[src/rtl/jogo_memoria_parametrizado.sv]
// Memory game: an LFSR-built sequence is played back on the LEDs and the player
// must repeat it on the buttons. The FSM state is exported on estado.
module jogo_memoria_parametrizado #(
  parameter int          N_BOTOES    = 7,
  parameter int          MAX_RODADAS = 16,
  parameter int          T_LED       = 4,
  parameter int          T_TIMEOUT   = 20,
  parameter logic [15:0] SEED        = 16'hACE1,
  localparam int IW = (N_BOTOES > 1) ? $clog2(N_BOTOES) : 1,
  localparam int RW = $clog2(MAX_RODADAS),
  localparam int PW = $clog2(MAX_RODADAS + 1)
) (
  input  logic                clock,
  input  logic                reset,
  input  logic                jogar,
  input  logic                dificuldade,
  input  logic [N_BOTOES-1:0] botoes,
  output logic [N_BOTOES-1:0] leds,
  output logic [3:0]          estado,
  output logic [PW-1:0]       pontuacao,
  output logic                pronto,
  output logic                ganhou,
  output logic                perdeu,
  output logic                timeout
);

  typedef enum logic [3:0] {
    INICIAL     = 4'h0,
    PREPARA     = 4'h1,
    GERA        = 4'h2,
    MOSTRA      = 4'h3,
    APAGA       = 4'h4,
    ESPERA      = 4'h5,
    REGISTRA    = 4'h6,
    COMPARA     = 4'h7,
    PROXIMA     = 4'h8,
    FIM_GANHOU  = 4'h9,
    FIM_PERDEU  = 4'hA,
    FIM_TIMEOUT = 4'hB
  } state_t;

  localparam int LW = $clog2(T_LED + 1);
  localparam int TW = $clog2(T_TIMEOUT + 1);
  localparam logic [N_BOTOES-1:0] UM = 1;

  state_t              state_q, state_d;
  logic [15:0]         lfsr_q;
  logic                lfsr_fb;
  logic [IW-1:0]       mem_q [MAX_RODADAS];
  logic [RW-1:0]       rodada_q, rodada_d, endereco_q, endereco_d;
  logic [PW-1:0]       pont_q, pont_d, limite_q, limite_d;
  logic [LW-1:0]       led_cnt_q, led_cnt_d;
  logic [TW-1:0]       tmo_q, tmo_d;
  logic [N_BOTOES-1:0] botoes_prev_q, captura_q, captura_d;
  logic                mem_we;
  logic [IW-1:0]       sorteio;
  logic [N_BOTOES-1:0] alvo;
  logic                press;

  assign lfsr_fb = lfsr_q[15] ^ lfsr_q[13] ^ lfsr_q[12] ^ lfsr_q[10];
  assign sorteio = IW'(lfsr_q % 16'(N_BOTOES));
  assign alvo    = UM << mem_q[endereco_q];
  // Rising edge of "any button": a button held into ESPERA never counts.
  assign press   = (botoes != '0) && (botoes_prev_q == '0);

  always_comb begin
    state_d    = state_q;
    rodada_d   = rodada_q;
    endereco_d = endereco_q;
    pont_d     = pont_q;
    limite_d   = limite_q;
    led_cnt_d  = led_cnt_q;
    tmo_d      = tmo_q;
    captura_d  = captura_q;
    mem_we     = 1'b0;
    case (state_q)
      INICIAL: if (jogar) state_d = PREPARA;
      PREPARA: begin
        rodada_d   = '0;
        endereco_d = '0;
        pont_d     = '0;
        captura_d  = '0;
        tmo_d      = '0;
        led_cnt_d  = '0;
        limite_d   = dificuldade ? PW'(MAX_RODADAS) : PW'(MAX_RODADAS / 2);
        state_d    = GERA;
      end
      GERA: begin
        mem_we     = 1'b1;
        endereco_d = '0;
        led_cnt_d  = '0;
        state_d    = MOSTRA;
      end
      MOSTRA: begin
        if (led_cnt_q == LW'(T_LED - 1)) begin
          led_cnt_d = '0;
          state_d   = APAGA;
        end else begin
          led_cnt_d = led_cnt_q + 1'b1;
        end
      end
      APAGA: begin
        if (led_cnt_q == LW'(T_LED - 1)) begin
          led_cnt_d = '0;
          tmo_d     = '0;
          if (endereco_q == rodada_q) begin
            endereco_d = '0;
            state_d    = ESPERA;
          end else begin
            endereco_d = endereco_q + 1'b1;
            state_d    = MOSTRA;
          end
        end else begin
          led_cnt_d = led_cnt_q + 1'b1;
        end
      end
      ESPERA: begin
        tmo_d = tmo_q + 1'b1;
        if (press) begin
          captura_d = botoes;
          state_d   = REGISTRA;
        end else if (tmo_q == TW'(T_TIMEOUT - 1)) begin
          state_d = FIM_TIMEOUT;
        end
      end
      REGISTRA: begin
        tmo_d   = '0;
        state_d = COMPARA;
      end
      COMPARA: begin
        if (captura_q != alvo) begin
          state_d = FIM_PERDEU;
        end else if (endereco_q == rodada_q) begin
          state_d = PROXIMA;
        end else begin
          endereco_d = endereco_q + 1'b1;
          state_d    = ESPERA;
        end
      end
      PROXIMA: begin
        pont_d = pont_q + 1'b1;
        if (PW'(rodada_q) + 1'b1 == limite_q) begin
          state_d = FIM_GANHOU;
        end else begin
          rodada_d = rodada_q + 1'b1;
          state_d  = GERA;
        end
      end
      FIM_GANHOU, FIM_PERDEU, FIM_TIMEOUT: if (jogar) state_d = PREPARA;
      default: state_d = INICIAL;
    endcase
  end

  always_ff @(posedge clock or negedge reset) begin
    if (!reset) begin
      state_q       <= INICIAL;
      lfsr_q        <= SEED;
      rodada_q      <= '0;
      endereco_q    <= '0;
      pont_q        <= '0;
      limite_q      <= '0;
      led_cnt_q     <= '0;
      tmo_q         <= '0;
      botoes_prev_q <= '0;
      captura_q     <= '0;
      for (int i = 0; i < MAX_RODADAS; i++) mem_q[i] <= '0;
    end else begin
      state_q       <= state_d;
      lfsr_q        <= {lfsr_q[14:0], lfsr_fb};
      rodada_q      <= rodada_d;
      endereco_q    <= endereco_d;
      pont_q        <= pont_d;
      limite_q      <= limite_d;
      led_cnt_q     <= led_cnt_d;
      tmo_q         <= tmo_d;
      botoes_prev_q <= botoes;
      captura_q     <= captura_d;
      if (mem_we) mem_q[rodada_q] <= sorteio;
    end
  end

  always_comb begin
    leds = '0;
    case (state_q)
      MOSTRA:  leds = alvo;
      ESPERA:  leds = botoes;
      default: leds = '0;
    endcase
  end

  assign estado    = state_q;
  assign pontuacao = pont_q;
  assign ganhou    = (state_q == FIM_GANHOU);
  assign perdeu    = (state_q == FIM_PERDEU);
  assign timeout   = (state_q == FIM_TIMEOUT);
  assign pronto    = ganhou | perdeu | timeout;

endmodule

[config.mk]
export PLATFORM = sky130hd
export DESIGN_NAME = jogo_memoria_parametrizado
export DESIGN_NICKNAME = d
export VERILOG_FILES = /design/src/rtl/jogo_memoria_parametrizado.sv
export SDC_FILE = /design/constraint.sdc
export NUM_CORES = 1
export LEC_CHECK = 0
export CAP_MARGIN = 20
export CORE_UTILIZATION = 60
export CTS_CLUSTER_SIZE = 25
export DETAILED_ROUTE_END_ITERATION = 6
export DONT_BUFFER_PORTS = 1
export PLACE_DENSITY_LB_ADDON = 0.1
export SETUP_SLACK_MARGIN = 0.3
export SYNTH_ARGS = -nofsm -noshare
export SYNTH_HDL_FRONTEND = slang
export SYNTH_SLANG_ARGS = --single-unit
[constraint.sdc]
create_clock -name clock -period 7.8 [get_ports clock]
set_clock_uncertainty 0.2 [all_clocks]
set_input_delay 0.39 -clock clock [delete_from_list [all_inputs] [get_ports clock]]
set_output_delay 0.39 -clock clock [all_outputs]
set_load 0.05 [all_outputs]
-- Word level (Yosys, flattened, before mapping)
Cells that the tools add are included.
- equal/unequal tests: 24
- order comparisons: 3
- add/sub/neg operators: 6
- mux-type cells: 33
- shift operators: 1
- bitwise operators: 7
- divide/modulo/power cells: 1
- reduce and logical (&&, ||, !) cells: 19
- operators by type and width (cell ; count):
    $mux W4 ; 13
    $bwmux W48 ; 1
    $pmux W4 S9 ; 1
    $pmux W7 S2 ; 2
    $eq A4 B3 Y1 const B ; 4
    $eq A4 B4 Y1 const B ; 4
    $mod A16 B3 Y16 const B ; 1
    $mux W3 ; 5
    $pmux W5 S3 ; 1
    $bmux W3 S4 ; 1
    $demux W3 S4 ; 1
    $ne A2 B2 Y1 const B ; 6
    $pmux W4 S3 ; 1
    $add A5 B1 Y5 const B ; 2
    $ge A5 B5 Y1 const B ; 2
    $mux W5 ; 2
    $not A4 Y5 ; 2
    $pmux W5 S2 ; 1
    $add A4 B1 Y4 const B ; 2
    $eq A4 B2 Y1 const B ; 2
    $pmux W4 S2 ; 1
    $reduce_and A4 Y1 ; 2
    $logic_not A7 Y1 ; 1
    $mux W7 ; 1
    24 further kinds ; 35
- bits of input ports: 11
- output and inout bits: 20
- register bits after elaboration: 108
- word-level logic and storage cells: 120

-- Depth between registers and ports, before layout
Gate-level depths: netlist of the first run.
- depth in word-level cells: 8
- depth in mapped cells: 26
- depth with buffers taken out: 22

-- Worst setup path after synthesis of the first run
OpenSTA, ideal clock, no wires.
- path type: reg2reg
- start: register lfsr_q[13]
- end: register mem_q[0] (netlist name)
- path buffers: 5
- required time: 7458 ps
- arrival: 5678 ps
- slack: 1780 ps
- cell stages (with the launch flop): 26
- library setup time: 142 ps
- period minus slack after synthesis: 6020 ps
- cell sequence: dfstp_2 > buf_2 > clkbuf_1 > a22o_1 > nor4_1 > a41o_1 > a2111o_2 > a2111oi_4 > or2_4 > buf_6 > or3_1 > nand4b_1 > or3_1 > a21o_1 > xnor2_1 > nor2_1 > ha_1 > a21oi_2 > xnor2_1 > ha_1 > nand2b_1 > buf_1 > clkbuf_1 > nor3_1 > a221oi_1 > o311ai_1
- word-level cells in the longest chain between the ends: 2
- ends and longest elaborated chain (what ; line ; source):
    start, declared ; 47 ; logic [15:0] lfsr_q;
    start signal, assigned ; 169 ; lfsr_q <= {lfsr_q[14:0], lfsr_fb};
    $mod A16 B3 Y16 ; 61 ; assign sorteio = IW'(lfsr_q % 16'(N_BOTOES));
    $bwmux W48 ; 178 ; if (mem_we) mem_q[rodada_q] <= sorteio;
    end signal, assigned by index ; 178 ;
    end, declared ; 49 ; logic [IW-1:0] mem_q [MAX_RODADAS];
No other way between the ends.
A chain may end at the register's enable or synchronous reset.

-- Worst setup path in the final report of the first run
- start: register lfsr_q[14]
- end: register mem_q[15] (netlist name)
Same word-level chain as after synthesis.

==> reports/results.txt, run 1 <==
post-synthesis instance area = 7330 µm²
die area = 12700 µm²
Sum Neg Setup Slack = 0 ns
status = finished, final reports clean
post-route DRC violation count = 0
FF+latch count, synth = 105
CTS tree = built
DIE WIDTH = 113 µm
XOR/XNOR Fraction of Synth Area = 2.13%
# diodes = 0
Slew @ Worst Pin = 1.01 ns
Die Y = 113 µm
WL final = 17.7 mm
Slowest-stage cell, CP = dfrtp_1
Ys Warns = 0
row cnt = 40
Vias/cell = 6.78
Post-Layout Cell Count = 959
Hold Crit Class = primary input to flip-flop
startpoint types = flip-flop
max-cap check violation count = 0
Inserted Clock Buffers = 9
most instantiated cells after synthesis = nand2_1 (121), dfrtp_1 (97), o21ai_0 (63)
CTS Buffer Depth = 2
kind of critical path = flip-flop to flip-flop
Max IR drop VDD = 0.105 mV
DRT iter0 DRCs = 663
DRT Pass-1 Iters = 6
Pwr Total = 1.34 mW
critical path data required time = 7.80 ns
global route total overflow = 0
H-Tree Depth = 3
Hold Violations, Final = 0
dpl cell area = 7270 µm²
Critical Path End Type = flip-flop
All-Layer GR Usage = 28.8%
Post-CTS Resized = 0
Synth area leaders = dfrtp_1 (33%), nand2_1 (6.2%), o21ai_0 (4.3%)
post-synthesis sequential area ratio = 36.0%
Mapped Avg Cell Area = 8.77 µm²
Layout area overhead = 4.81%
cell area after layout = 7690 µm²
worst-path maximum fanout = 23
Initial Util = 61.3%
DP Wirelength = 12.2 mm
via count = 6503
vias in the first global route = 6062
largest family of logic cells by synthesized area = compound AO/OA/AOI/OAI gates
Root Driver = clkbuf_16
RSZ-0062 raised after global routing = no
RD Place Congestion = 0.867
Leak Pwr = 3.11 nW
final cycle utilization of the critical path = 88.0%
largest net degree at the start of global routing = 106
Nets = 829
mux cell area share after synthesis = 8.91%
CP Data Arrival Time = 6.86 ns
simple-gate portion of the synthesized area = 22.8%
Top FF cell, synth = dfrtp_1
initial antenna violation count = 0
final setup violation count = 0
area fraction in compound gates after synthesis = 23.5%
Synth area leader = dfrtp_1
critical-path cell list = nand2_1, o2111a_1, o211ai_1, a2111oi_1, a2111o_2, a2111oi_4, or2_4, or4_1, a211oi_1, or3_1, a21o_1, xnor2_1, nor2_1, ha_1, a21oi_2, xnor2_1, ha_1, nand2b_1, nor3_1, a221oi_1, o311ai_1
PortBufs = 0
Mapped Cells = 836
Slew Limit Fails = 0
wire length per cell = 18.5 µm
Worst path max stage delay = 0.77 ns
worst rel slew slack = 32.9%
pwr dens = 175 nW/µm²
Max Clk Rate = 146 MHz
Clk Latency, worst-skew pair = 0.36 ns
area share of the largest cell type after synthesis = 33.1%
Final ANT Viol Nets = 0
number of enable flip-flop cells after synthesis = 0
fillcell total = 981
syn nets = 858
placed instance count = 932
fraction of the mapped netlist area in adder cells = 1.88%
Top Ports = 31
Synth cell types = 94
min Tclk post-route = 6.87 ns
ys async rst share = 100%
share of cells above drive strength 1 = 9.61%
CTS Sinks = 105
most common cell in the netlist = nand2_1
area of the core = 12000 µm²
first-pass GRT wire length = 29.4 mm
Worst-path clk slew = 0.07 ns
where the power goes:
part,switching [mW],internal [mW]
Clock,0.212,0.227
Combinational,0.177,0.0845
Sequential,0.0739,0.566
Total,0.463,0.878
critical path, delay by kind of cell, from the launching register on:
family / cells / cell delay, ns
xor gates and xnor gates: 2 / 0.37
and+or+nand+nor: 7 / 1.91
adders and majority gates: 2 / 0.53
AOI/OAI and AO/OA: 10 / 2.90
DFF: 1 / 0.77
logic make-up (layout without fill, tap and decap cells):
logic type,Yosys count,count (layout)
multiplexers,53,53
XOR/XNOR,17,17
adder cells (fa/ha/maj),11,11
flip-flops,105,105
AND/OR/NAND/NOR,334,334
AO/OA/AOI/OAI,241,241
buffers and inverters,75,51
registers in the layout (all words and copies together) (netlist names), 4 cells and up:
| signal | cells |
|---|---|
| lfsr_q | 16 |
| captura_q | 7 |
| botoes_prev_q | 7 |
| estado | 4 |
| mem_q | 48 |
| pontuacao | 5 |
| rodada_q | 4 |
| endereco_q | 4 |
| tmo_q | 5 |
layer usage:
metal / vias up / wire (µm) / share of wire, % / track usage, %
li1: 3071 / - / - / -
met4: 0 / 556 / 3.1 / 11.1
met1: 3135 / 7600 / 43 / 37.0
met2: 250 / 8640 / 49 / 48.6
met5: - / 0 / 0 / 0
met3: 47 / 904 / 5.1 / 5.08
layout make-up:
cell class                 count  area [µm²]  area share [%]
clock inverter                 5        36.3           0.472
timing repair buffer          12         145            1.89
tap                          147         184            2.39
clock buffer                  11         243            3.16
sequential                   105        2640            34.3
inverter                      23        86.3            1.12
multi-input combinational    656        4350            56.6
what timing repair did:
action / in CTS / in global routing
endpoints found under the setup margin: 0 / 16
hold buffers: 10 / 0
endpoints found under the hold margin: 113 / 0
setup buffers: 0 / 1
final timing paths:
check | start | to | slack, ns | cells past startpoint
min in group asynchronous | reset | mem_q[44] | 0.45 | 2
worst max register to register | lfsr_q[14] | mem_q[15] | 0.93 | 21
max in group asynchronous | reset | lfsr_q[5] | 6.54 | 2
worst max-delay path | lfsr_q[14] | mem_q[15] | 0.93 | 21
worst min-delay path | botoes[3] | captura_q[3] | 0.02 | 2
worst min register to register | lfsr_q[5] | lfsr_q[6] | 0.19 | 0
cells in the final DEF, fill, tap and decap left out, types with 14 or more instances in the layout:
cell | Yosys | layout
nand2_1 | 121 | 121
dfrtp_1 | 97 | 97
o21ai_0 | 63 | 59
nor2_1 | 49 | 49
nor3_1 | 48 | 48
a21oi_1 | 29 | 29
nand3_1 | 28 | 28
mux2i_1 | 24 | 24
inv_1 | 22 | 22
o21ai_1 | 15 | 19
mux2_2 | 18 | 18
a221oi_1 | 17 | 17
xnor2_1 | 14 | 14
per-stage QoR:
stage	hold slack, ns	utilization (%)	setup slack, ns
floorplan	-0.106	-	1.78
global placement	-0.104	60.8	1.05
detailed placement	-0.103	60.8	0.786
CTS	0.0153	64.1	0.780
global route	0.0429	64.3	0.380
finish	0.0200	64.3	0.933
(Power assumes the default switching activity.)
==> inputs of run 2 (changes only) <==
--- a/config.mk
+++ b/config.mk
@@ -6,7 +6,8 @@
 export NUM_CORES = 1
 export LEC_CHECK = 0
 export CAP_MARGIN = 20
-export CORE_UTILIZATION = 60
+export CORE_MARGIN = 2
+export CORE_UTILIZATION = 55
 export CTS_CLUSTER_SIZE = 25
 export DETAILED_ROUTE_END_ITERATION = 6
 export DONT_BUFFER_PORTS = 1
==> run 2 against run 1 <==
Compared with the run above:
- worst hold slack better by 0.0072 ns
- critical path depth is 1 lower
- non-clock buffer count is 1 lower
- sequential power hardly changed
- global-route usage is 3.3 points lower
- largest power group unchanged
==> reports/results.txt, run 2 (synthesis gave the netlist of run 1 again) <==
status = finished, final reports clean
final setup slack of the worst path = 0.958 ns
CP Data Arrival Time = 6.92 ns
critical path buffer and inverter count = 0
placed instance count = 961
CTS tree = built
DRT iter0 DRCs = 611
fillcell total = 1152
PortBufs = 0
min Tclk post-route = 6.84 ns
area of the core = 13100 µm²
initial antenna violation count = 0
All-Layer GR Usage = 25.5%
critical-path cell list = nand2_1, o2111a_1, o211ai_1, a2111oi_1, a2111o_2, a2111oi_4, or2_4, or4_1, a211oi_1, or3_1, a21o_1, xnor2_1, nor2_1, ha_1, o211ai_1, o22a_1, mux2_4, nor2b_1, nor4_4, mux2_2
Layout area overhead = 4.90%
largest net degree at the start of global routing = 106
wire length per cell = 17.9 µm
H-Tree Depth = 3
share of cells above drive strength 1 = 9.37%
Slew Limit Fails = 0
Initial Util = 55.8%
max reg flops = 48
Vias/cell = 6.45
Max Clk Rate = 146 MHz
worst-path maximum fanout = 52
Top Ports = 31
Worst path max stage delay = 0.78 ns
# diodes = 0
Max IR drop VDD = 0.100 mV
first-pass GRT wire length = 30.0 mm
Leak Pwr = 3.09 nW
worst rel slew slack = 32.7%
CTS Buffer Depth = 2
Hold Path Depth = 2
via count = 6365
final setup violation count = 0
startpoint types = flip-flop
fin util = 58.6%
Post-Layout Cell Count = 987
DIE WIDTH = 119 µm
DRT Pass-1 Iters = 5
Most flops, register = mem_q
WL final = 17.6 mm
Clk Latency, worst-skew pair = 0.35 ns
DP Wirelength = 11.7 mm
most common cell after layout, fill and taps aside = nand2_1
Die Y = 119 µm
row cnt = 42
pwr dens = 172 nW/µm²
kind of critical path = flip-flop to flip-flop
Slew @ Worst Pin = 1.00 ns
Inserted Clock Buffers = 9
Final ANT Viol Nets = 0
most frequent cells in the layout = nand2_1 (121), dfrtp_1 (96), o21ai_0 (59), nor2_1 (49), nor3_1 (48)
Worst-path clk slew = 0.07 ns
Slowest-stage cell, CP = dfstp_2
Critical Path End Type = flip-flop
global route total overflow = 0
Critical Path Stages = 20
Nets = 828
final cycle utilization of the critical path = 87.7%
Regs by FF count = mem_q: 48 flops, lfsr_q: 16 flops
Root Driver = clkbuf_16
Pwr Total = 1.32 mW
die area = 14300 µm²
critical path data required time = 7.88 ns
vias in the first global route = 6059
Hold Violations, Final = 0
RSZ-0062 raised after global routing = no
post-route DRC violation count = 0
Hold Crit Class = primary input to flip-flop
RD Place Congestion = 0.844
most frequent CP cell = o211ai_1
Crit path max-delay family = compound AO/OA/AOI/OAI gates
worst-case reg-to-reg path depth = 20
Sum Neg Setup Slack = 0 ns
CTS Sinks = 105
pre-CTS setup slack = 0.947 ns
max-cap check violation count = 0
run 2: per-layer routing:
metal	wire length, µm	global-route usage, %
met1	8350	36.1
met2	8260	40.5
met3	831	4.50
met4	197	6.99
met5	0	0
run 2: final cells by class:
cell class,instances,area (µm²),share of cell area (%)
well taps,176,220,2.86
clock buffers,13,250,3.25
inverters,23,86.3,1.12
repair buffers,11,125,1.63
clock inverters,3,17.5,0.228
multi-input cells,656,4350,56.6
flip-flops and latches,105,2640,34.3
run 2: worst paths after layout:
kind	from	slack, ns	endpoint
min in group asynchronous	reset	0.47	mem_q[9]
max	lfsr_q[11]	0.96	mem_q[34]
min	botoes[2]	0.03	captura_q[2]
min reg2reg	lfsr_q[5]	0.19	lfsr_q[6]
max reg2reg	lfsr_q[11]	0.96	mem_q[34]
max in group asynchronous	reset	6.52	estado[3]
run 2: what timing repair did:
action	CTS	global route
hold buffers	10	0
hold endpoints to repair	113	0
gates resized for setup	0	1
setup endpoints to repair	0	10
setup buffers	0	0
run 2: where the power goes:
part / leakage [nW] / internal [mW] / switching, mW
Combinational: 1.55 / 0.0843 / 0.176
Sequential: 1.41 / 0.567 / 0.0747
Clock: 0.130 / 0.225 / 0.197
Total: 3.09 / 0.876 / 0.448
run 2: metrics by stage:
step,area [µm²],hold slack [ns]
after CTS,7690,0.0175
after detailed placement,7310,-0.103
final,7690,0.0271
after floorplan,7330,-0.106
after global routing,7690,0.0363
after global placement,7310,-0.102
run 2: worst register-to-register path, stage by stage (launching register included):
cell and delay (ns):
dfstp_2 0.78, nand2_1 0.21, o2111a_1 0.30, o211ai_1 0.37, a2111oi_1 0.11, a2111o_2 0.59, a2111oi_4 0.42, or2_4 0.27
or4_1 0.13, a211oi_1 0.08, or3_1 0.47, a21o_1 0.22, xnor2_1 0.14, nor2_1 0.27, ha_1 0.27, o211ai_1 0.11
o22a_1 0.20, mux2_4 0.46, nor2b_1 0.25, nor4_4 0.66, mux2_2 0.29
